$ cat config.mk
export PLATFORM = sky130hd
export DESIGN_NAME = eth_rx_packet_writer
export DESIGN_NICKNAME = d
export VERILOG_FILES = /design/src/rtl/eth_rx_packet_writer.sv
export SDC_FILE = /design/constraint.sdc
export NUM_CORES = 1
export LEC_CHECK = 0
export ABC_AREA = 1
export CAP_MARGIN = 20
export CORE_UTILIZATION = 30
export DETAILED_ROUTE_END_ITERATION = 7
export GPL_TIMING_DRIVEN = 1
export SETUP_SLACK_MARGIN = 0.3
export SYNTH_ARGS = -nofsm -noshare
export SYNTH_HDL_FRONTEND = slang
export SYNTH_SLANG_ARGS = --single-unit
$ cat constraint.sdc
create_clock -name clk_i -period 6.8 [get_ports clk_i]
set_clock_uncertainty 0.2 [all_clocks]
set_input_delay 0.68 -clock clk_i [delete_from_list [all_inputs] [get_ports clk_i]]
set_output_delay 0.68 -clock clk_i [all_outputs]
set_load 0.1 [all_outputs]
$ cat src/rtl/eth_rx_packet_writer.sv
// eth_rx_packet_writer
// Ingress stage in front of the packet buffer write port. Takes the MAC RX
// byte-lane stream, writes each frame into the current buffer slot, splits a
// partial final beat into naturally aligned 4/2/1-byte writes, then commits the
// frame length and reserves the slot. Errored, oversized, malformed or
// slot-less frames are discarded and counted.
module eth_rx_packet_writer #(
    parameter int data_width_p = 64,
    parameter int els_p        = 2048,
    localparam int keep_width_lp        = data_width_p / 8,
    localparam int addr_width_lp        = $clog2(els_p),
    localparam int packet_size_width_lp = $clog2(els_p + 1)
) (
    input  logic                            clk_i,
    input  logic                            reset_i,

    input  logic                            rx_valid_i,
    output logic                            rx_ready_o,
    input  logic [data_width_p-1:0]         rx_data_i,
    input  logic [keep_width_lp-1:0]        rx_keep_i,
    input  logic                            rx_last_i,
    input  logic                            rx_error_i,

    input  logic                            packet_req_i,
    output logic                            packet_send_o,
    output logic                            packet_wsize_valid_o,
    output logic [packet_size_width_lp-1:0] packet_wsize_o,
    output logic                            packet_wvalid_o,
    output logic [addr_width_lp-1:0]        packet_waddr_o,
    output logic [data_width_p-1:0]         packet_wdata_o,
    output logic [1:0]                      packet_wdata_size_o,

    output logic                            packet_dropped_o,
    output logic [15:0]                     drop_count_o
);

    // Width of a byte count within one beat (0..keep_width_lp).
    localparam int cnt_width_lp = $clog2(keep_width_lp + 1);
    // One extra bit so the overflow compare cannot wrap.
    localparam int ext_width_lp = packet_size_width_lp + 1;

    typedef enum logic [1:0] {
        RECV   = 2'd0,
        SPLIT  = 2'd1,
        COMMIT = 2'd2,
        DROP   = 2'd3
    } state_e;

    function automatic logic [cnt_width_lp-1:0] popcount(input logic [keep_width_lp-1:0] v);
        logic [cnt_width_lp-1:0] n;
        n = '0;
        for (int i = 0; i < keep_width_lp; i++) begin
            n = n + cnt_width_lp'(v[i]);
        end
        return n;
    endfunction

    // Index of the most significant set bit: log2 of the largest power of two
    // not exceeding v, which is the next chunk of a descending decomposition.
    function automatic logic [1:0] msb_index(input logic [cnt_width_lp-1:0] v);
        logic [1:0] r;
        r = '0;
        for (int i = 0; i < cnt_width_lp; i++) begin
            if (v[i]) begin
                r = 2'(i);
            end
        end
        return r;
    endfunction

    state_e                          state_r, state_n;
    logic [packet_size_width_lp-1:0] off_r, off_n;
    logic                            start_r, start_n;
    logic [cnt_width_lp-1:0]         rem_r, rem_n;
    logic [15:0]                     drop_count_r;
    logic                            drop_evt;

    logic [cnt_width_lp-1:0]         keep_cnt;
    logic                            keep_full;
    logic                            keep_contig;
    logic                            too_long;
    logic                            bad_beat;
    logic [cnt_width_lp-1:0]         cur_bytes;
    logic [1:0]                      chunk_log2;
    logic [cnt_width_lp-1:0]         chunk_bytes;
    logic [packet_size_width_lp-1:0] chunk_ext;
    logic                            final_chunk;

    // Beat classification and the chunk to be written this cycle.
    always_comb begin
        keep_cnt    = popcount(rx_keep_i);
        keep_full   = &rx_keep_i;
        // Contiguous from lane 0 means keep+1 is a power of two (or wraps to 0).
        keep_contig = ((rx_keep_i & (rx_keep_i + keep_width_lp'(1))) == '0);
        too_long    = (ext_width_lp'(off_r) + ext_width_lp'(keep_cnt)) > ext_width_lp'(els_p);
        bad_beat    = (start_r && !packet_req_i)
                   || !keep_contig
                   || (!rx_last_i && !keep_full)
                   || (rx_last_i && (rx_keep_i == '0))
                   || too_long;
        cur_bytes   = (state_r == SPLIT) ? rem_r : keep_cnt;
        chunk_log2  = msb_index(cur_bytes);
        chunk_bytes = cnt_width_lp'(1) << chunk_log2;
        chunk_ext   = packet_size_width_lp'(chunk_bytes);
        final_chunk = (cur_bytes == chunk_bytes);
    end

    // Next-state, handshake and write strobes; everything is held at 0 in reset.
    always_comb begin
        // NOTE: every signal driven here gets a default first so no path leaves
        // it unassigned, which would otherwise infer a latch.
        state_n              = state_r;
        off_n                = off_r;
        start_n              = start_r;
        rem_n                = rem_r;
        drop_evt             = 1'b0;
        rx_ready_o           = 1'b0;
        packet_wvalid_o      = 1'b0;
        packet_send_o        = 1'b0;
        packet_wsize_valid_o = 1'b0;

        if (!reset_i) begin
            unique case (state_r)
                RECV: begin
                    if (rx_valid_i) begin
                        if (bad_beat) begin
                            rx_ready_o = 1'b1;
                            drop_evt   = 1'b1;
                            off_n      = '0;
                            start_n    = 1'b1;
                            state_n    = rx_last_i ? RECV : DROP;
                        end else begin
                            packet_wvalid_o = 1'b1;
                            off_n           = off_r + chunk_ext;
                            start_n         = 1'b0;
                            if (!rx_last_i) begin
                                rx_ready_o = 1'b1;
                            end else if (final_chunk) begin
                                rx_ready_o = 1'b1;
                                if (rx_error_i) begin
                                    drop_evt = 1'b1;
                                    off_n    = '0;
                                    start_n  = 1'b1;
                                    state_n  = RECV;
                                end else begin
                                    state_n = COMMIT;
                                end
                            end else begin
                                rem_n   = keep_cnt - chunk_bytes;
                                state_n = SPLIT;
                            end
                        end
                    end
                end
                SPLIT: begin
                    if (rx_valid_i) begin
                        packet_wvalid_o = 1'b1;
                        off_n           = off_r + chunk_ext;
                        rem_n           = rem_r - chunk_bytes;
                        if (final_chunk) begin
                            rx_ready_o = 1'b1;
                            if (rx_error_i) begin
                                drop_evt = 1'b1;
                                off_n    = '0;
                                start_n  = 1'b1;
                                state_n  = RECV;
                            end else begin
                                state_n = COMMIT;
                            end
                        end
                    end
                end
                COMMIT: begin
                    packet_wsize_valid_o = 1'b1;
                    packet_send_o        = 1'b1;
                    off_n                = '0;
                    start_n              = 1'b1;
                    state_n              = RECV;
                end
                DROP: begin
                    rx_ready_o = 1'b1;
                    if (rx_valid_i && rx_last_i) begin
                        start_n = 1'b1;
                        state_n = RECV;
                    end
                end
                default: state_n = RECV;
            endcase
        end
    end

    // FSM state, byte offset and split remainder.
    always_ff @(posedge clk_i) begin
        // NOTE: sequential state uses non-blocking assignments so every register
        // samples the pre-edge values regardless of statement order.
        if (reset_i) begin
            state_r <= RECV;
            off_r   <= '0;
            start_r <= 1'b1;
            rem_r   <= '0;
        end else begin
            state_r <= state_n;
            off_r   <= off_n;
            start_r <= start_n;
            rem_r   <= rem_n;
        end
    end

    // Saturating dropped-frame counter.
    always_ff @(posedge clk_i) begin
        if (reset_i) begin
            drop_count_r <= '0;
        end else if (drop_evt && (drop_count_r != 16'hFFFF)) begin
            drop_count_r <= drop_count_r + 16'd1;
        end
    end

    assign packet_wsize_o      = off_r;
    assign packet_waddr_o      = off_r[addr_width_lp-1:0];
    assign packet_wdata_o      = rx_data_i;
    assign packet_wdata_size_o = chunk_log2;
    assign packet_dropped_o    = drop_evt;
    assign drop_count_o        = drop_count_r;

endmodule
==> results of run 1 <==
## how the worst max path moves through the flow
stage | end | slack (ns) | cells after the start
final | rx_ready_o | 0.54 | 20
after global routing | rx_ready_o | 0.29 | 20
after CTS | rx_ready_o | 0.38 | 20
after detailed placement | rx_ready_o | 0.41 | 20
after global placement | rx_ready_o | 0.47 | 20
after floorplan | packet_dropped_o | 0.38 | 24
## registers in the layout, summed over array words and instances (netlist names)
signal and count:
rem_r 4, start_r 1, drop_count_o 16, state_r 2, packet_wsize_o 12
## critical path, delay by kind of cell
kind / cells / cell delay [ns]
compound gates: 1 / 0.23
fa+ha+maj: 6 / 2.57
buf+inv: 6 / 0.99
simple gates: 7 / 0.90
## final cells by class
cell class              instances  area [um^2]
clock buffers                   6          129
clock inverters                 2         60.1
fillers                      1351         8290
well taps                     172          215
repair buffers                 66          673
multi-input cells             373         2260
inverters                      91          345
flip-flops and latches         35          701
## cell families after synthesis
kind of cell             after synthesis  share of synthesized area, %
AND/OR/NAND/NOR                      286                          35.2
buffers and inverters                180                          25.8
AO/OA/AOI/OAI                         41                          6.76
flip-flops                            35                          17.9
adder cells (fa/ha/maj)               29                          10.6
XOR/XNOR                              16                          3.57
multiplexers                           1                         0.255
## power groups by stage
| stage | logic (mW) | registers [mW] | clock network, mW |
|---|---|---|---|
| 2_1_floorplan | 0.958 | 0.369 | 0 |
| 3_5_place_dp | 1.07 | 0.278 | 0 |
| 3_3_place_gp | 1.06 | 0.275 | 0 |
| 5_1_grt | 1.21 | 0.279 | 0.316 |
| 4_1_cts | 1.08 | 0.273 | 0.310 |
| 6_report | 1.11 | 0.272 | 0.301 |
## synthesized netlist by cell type (all sizes together)
cell      n
a211oi    1
o22ai     1
clkbuf    5
nor3     10
mux2i     1
ha       22
o21bai    1
or2       1
nor3b     1
buf      84
fa        7
inv      91
xnor2     2
dfxtp    35
a21oi    28
a31oi     1
nand3    55
xor2     14
nor4      5
o21ai     9
nand2   138
nand4    18
nor2     58
## metal layers
layer / global-route usage [%] / up-vias
met5: 0 / -
met4: 5.38 / 0
met3: 2.34 / 9
met2: 22.4 / 82
met1: 18.3 / 1596
li1: - / 1748
## what timing repair did
item / CTS / global route
buffers inserted: 0 / 2
hold buffers: 0 / 0
setup endpoints to repair: 0 / 2
gates resized for setup: 0 / 10
==> reports/qor.txt, run 1 <==
Status: complete, no violations
Max Clock Freq: 0.160 GHz
Max clock buf depth: 2
Total power: 1.68 mW
CTS buffer count: 5
Yosys warning count: 0
Syn_area_per_cell: 6.68 um^2
Crit path cell chain: clkdlybuf4s50_1, fa_1, inv_1, fa_1, fa_1, inv_1, ha_1, inv_1, fa_1, fa_1, inv_1, nand3_1, nand2_2, nand2_2, nor4_4, nor2_4, nand3_1, nand3_1, a21oi_2, buf_12
Most frequent cells in the layout: nand2_1 (129), inv_1 (87), nor2_1 (52), clkdlybuf4s50_1 (52), nand3_1 (43)
Top-Level Pins: 188
CP arrival: 5.38 ns
Hold Path Stages: 2
First-pass GRT wire length: 14.9 mm
Post-layout util: 34.6%
Cell area power density: 383 mW/mm^2
Setup crit start kind: input pin
Final WL: 9.10 mm
Diode count: 0
Most used cell, CP: fa_1
Setup TNS: 0 ns
Routed length per instance: 12.2 um
Crit Path Category: in2out
Worst vdd ir: 0.276 mV
Cells after Synth: 588
Net Sw Frac: 53.6%
# DRC: 0
Cell area after synthesis: 0.00393 mm^2
Share of the synthesized area in the top cell type: 17.9%
Post-DP HPWL: 7.05 mm
Slowest CP cell: fa_1
Measured slew at the worst slew-check pin: 0.997 ns
Via count: 3435
DP Cell Count: 735
Synthesized flop and latch total: 35
Final hold violations: 0
Drt initial violations: 213
Post-DRT Antenna Nets: 0
Synthesized net count: 695
Leading area contributor after synthesis: dfxtp_1
Nets: 679
Metal2 WL: 4.21 mm
Initial antenna violation count: 0
Post-layout instance area: 0.00438 mm^2
Pre-CTS setup slack: 0.406 ns
RSZ-0062 raised after global routing: no
Final setup violation count: 0
Slowest Stage Delay on Critical Path: 0.51 ns
Grt ovf: 0
Reg2Reg Depth: 19
Top post-synthesis cells by area: dfxtp_1 (18%), buf_4 (15%), nand2_1 (12%)
Crit path launch: rx_keep_i[3]
Pleak: 1.91 nW
Max-Cap Viols: 0
GRT Total Usage: 13.8%
Commonest non-fill, non-tap cell in the layout: nand2_1
Worst hold slack: 0.282 ns
Metal3 WL: 500 um
Max Slew Vio Count: 0
Clock power frac: 17.9%
R2R Setup Slk: 3.09 ns
Highest metal used: met4
Worst-Skew Late Latency: 0.29 ns
Hold path startpoint: rem_r[1]
Clock root buffer: clkbuf_16
Port-buffer cells: 59
DR pass1 iterations: 5
Die X-Extent: 116 um
Final period util: 92.0%
Worst r2r src: state_r[1]
Worst rel slew slack: 33.3%
Area growth, synth to finish: 11.6%
Core area: 0.0127 mm^2
DIE HEIGHT: 116 um
FF-to-FF End: packet_wsize_o[11]
Setup crit end kind: output port
Routability Congestion: 0.894
Hold Path Class: reg2reg
Num Clock Sinks: 35
Unique cell type count in the Yosys netlist: 40
Clock Pin Slew Worst Setup and Hold Paths: 0.06 ns
Internal: 0.779 mW
Critical Path RT: 5.92 ns
Die ar.: 0.0135 mm^2
Min Tclk post-route: 6.26 ns
Hold EP: rem_r[1]
Power share of the combinational group: 65.8%
Final Non-Filler Cells: 745
Share of layout cells above drive strength 1: 12.9%
# rows: 41
Worst-path fanout max: 6
Area after DPL: 0.00413 mm^2
Sequential area share after synthesis: 17.9%
Largest net degree at the start of global routing: 26
Starting Density: 31.0%
Sw Pwr: 0.900 mW
Met1 Routed Length: 4.27 mm
H-tree depth: 2
Vias in the first global route: 3149
TritonCTS clock tree: yes
Reg power frac: 16.2%
Routed vias/inst: 4.61
Final Worst Setup Slack: 0.542 ns
(Power assumes the default switching activity.)
==> inputs of run 2 (changes only) <==
--- a/config.mk
+++ b/config.mk
@@ -5,7 +5,6 @@
 export SDC_FILE = /design/constraint.sdc
 export NUM_CORES = 1
 export LEC_CHECK = 0
-export ABC_AREA = 1
 export CAP_MARGIN = 20
 export CORE_UTILIZATION = 30
 export DETAILED_ROUTE_END_ITERATION = 7
==> run 2 against run 1 <==
Net effect: total power down 44%; count of clock-buffer cells in the layout down 1; clock power down 12%; setup slack worse by 0.13 ns; non-clock buffer count up 6; hold slack better by 0.0095 ns; design area down 10%; sequential power down 20%; combinational power down 58%; critical path depth down 1; sequential share of layout area up 1.8 points; final cell count down 25%; critical endpoint is now packet_wvalid_o; largest cell class unchanged.
==> reports/qor.txt, run 2 <==
Clock root buffer: clkbuf_16
Mux cell area share after synthesis: 2.15%
Cells after Synth: 430
Routed length per instance: 15.1 um
Filler cells: 1139
RSZ-0062 raised after global routing: yes
Worst vdd ir: 0.213 mV
Max Slew Vio Count: 0
Syn_area_per_cell: 7.98 um^2
Ys flop type: dfxtp_1
Most frequent cells after synthesis: buf_4 (77), dfxtp_1 (35), inv_1 (30)
Measured slew at the worst slew-check pin: 0.989 ns
Share of layout cells above drive strength 1: 13.6%
Final hold violations: 0
Max reg flops: 16
Synthesized net count: 537
Fraction of the mapped netlist area in compound gates: 19.4%
DIE HEIGHT: 109 um
Slowest Stage Delay on Critical Path: 0.59 ns
Nets: 526
Post-Synth XOR/XNOR Area: 3.06%
Drt initial violations: 127
Hold_buf cts: 0
H-tree depth: 2
Via count: 2899
DR pass1 iterations: 4
Area after DPL: 0.00371 mm^2
GRT Total Usage: 14.1%
Commonest non-fill, non-tap cell in the layout: clkdlybuf4s50_1
Slowest CP cell: fa_2
Register Area: 701 um^2
# DRC: 0
Crit Path Category: in2out
Final Worst Setup Slack: 0.408 ns
Vias in the first global route: 2785
Final WL: 8.44 mm
Area of the multi-input gates: 0.00207 mm^2
Area growth, synth to finish: 14.7%
Synthesized flop and latch total: 35
Min Tclk post-route: 6.39 ns
Core area: 0.0110 mm^2
CP arrival: 5.51 ns
Final period util: 94.0%
Unique cell type count in the Yosys netlist: 62
Most frequent cells in the layout: clkdlybuf4s50_1 (51), dfxtp_1 (35), inv_1 (27)
Final setup violation count: 0
Cell area after synthesis: 0.00343 mm^2
Max clock buf depth: 2
Pre-CTS setup slack: -0.00421 ns
Clock Pin Slew Worst Setup and Hold Paths: 0.06 ns
Crit path cell chain: buf_6, fa_1, inv_2, fa_1, fa_1, inv_1, ha_2, inv_2, fa_2, inv_2, ha_4, a211o_1, a31oi_4, mux2_4, or4_4, a21boi_4, nand2_2, a21oi_4, buf_12
Worst-path fanout max: 3
Share of the synthesized area in the top cell type: 20.4%
Sequential area share after synthesis: 20.4%
Die X-Extent: 109 um
Largest net degree at the start of global routing: 40
Hold Path Class: reg2reg
Worst-Skew Late Latency: 0.28 ns
Post-DP HPWL: 6.35 mm
Top-Level Pins: 188
Critical path's top delay family: adder cells
Routability Congestion: 0.842
Top-count cell post-synth: buf_4
Initial antenna violation count: 0
Diode count: 0
CTS buffer count: 5
Top post-synthesis cells by area: dfxtp_1 (20%), buf_4 (17%), ha_1 (8.0%)
Max Clock Freq: 0.156 GHz
Async S/R FF share, synth: 0%
Final Non-Filler Cells: 560
First-pass GRT wire length: 13.5 mm
Leading area contributor after synthesis: dfxtp_1
Routed vias/inst: 5.18
# rows: 38
Port-buffer cells: 59
Adder-cell share of the synthesized area: 12.1%
Grt ovf: 0
Worst rel slew slack: 33.8%
Starting Density: 31.3%
Simple-gate share of the synthesized area: 21.0%
Pleak: 1.51 nW
Status: complete, no violations
Post-layout instance area: 0.00394 mm^2
Cell area power density: 240 mW/mm^2
Worst Path Buf+Inv: 6
Setup TNS: 0 ns
Setup crit end kind: output port
TritonCTS clock tree: yes
Largest family of logic cells by synthesized area: buffers and inverters
Max-Cap Viols: 0
Post-synth EDFFs: 0
DP Cell Count: 548
Yosys warning count: 0
Die ar.: 0.0119 mm^2
Critical Path RT: 5.92 ns
Post-DRT Antenna Nets: 0
Setup crit start kind: input pin
Num Clock Sinks: 35
run 2: changes by cell type after synthesis, moves of 10 or more:
cell and delta:
nand4_1 -10, inv_1 -58, nand3_1 -26, nor2_1 -33
nand3_2 -11, nand2_1 -102
run 2: final timing paths:
check / from / endpoint / slack, ns / depth (start not counted)
hold / removal: drop_count_o[12] / drop_count_o[12] / 0.29 / 2
hold reg to reg: drop_count_o[12] / drop_count_o[12] / 0.29 / 2
setup reg to reg: state_r[1] / drop_count_o[6] / 2.44 / 14
setup / recovery: rx_keep_i[1] / packet_wvalid_o / 0.41 / 19
run 2: power breakdown:
group	switching, mW	internal (mW)	leakage (nW)
clock	0.0915	0.173	0.0838
combinational	0.305	0.157	1.15
sequential	0.00704	0.210	0.282
run 2: layout make-up:
class                           count  share of cell area [%]
Clock buffer                        5                    3.18
Clock inverter                      3                    1.11
Inverter                           31                    2.95
Multi-Input combinational cell    274                    52.5
Sequential cell                    35                    17.8
Tap cell                          140                    4.45
Timing Repair Buffer               72                    18.0
run 2: kinds of logic after synthesis:
kind of cell / Yosys count
AOI/OAI and AO/OA: 91
xor gates and xnor gates: 12
adders and majority gates: 29
buffers and inverters: 121
DFF: 35
muxes: 7
and+or+nand+nor: 135
run 2: metal layers:
layer	wire [um]	global-route usage (%)	up-vias
met5	0	0	-
met4	27	2.51	0
met3	453	3.29	4
met2	4070	24.1	75
met1	3890	18.1	1390
li1	-	-	1430
run 2: what timing repair did:
action                     4_1_cts  5_1_grt
setup buffers                    1        3
hold endpoints to repair         0        0
pin swaps                        5       11
gates resized for setup          6       17
setup endpoints to repair        3        3
run 2: worst min-delay path, stage by stage (launching register included):
cell and delay [ns]:
dfxtp_1 0.33, inv_1 0.06, a211oi_1 0.05
run 2: stage by stage:
stage	utilization, %	power [mW]	hold slack [ns]
floorplan	-	0.731	0.247
global placement	33.7	0.660	0.280
detailed placement	33.7	0.670	0.286
CTS	35.4	0.945	0.296
global route	35.9	1.01	0.315
finish	35.9	0.944	0.291
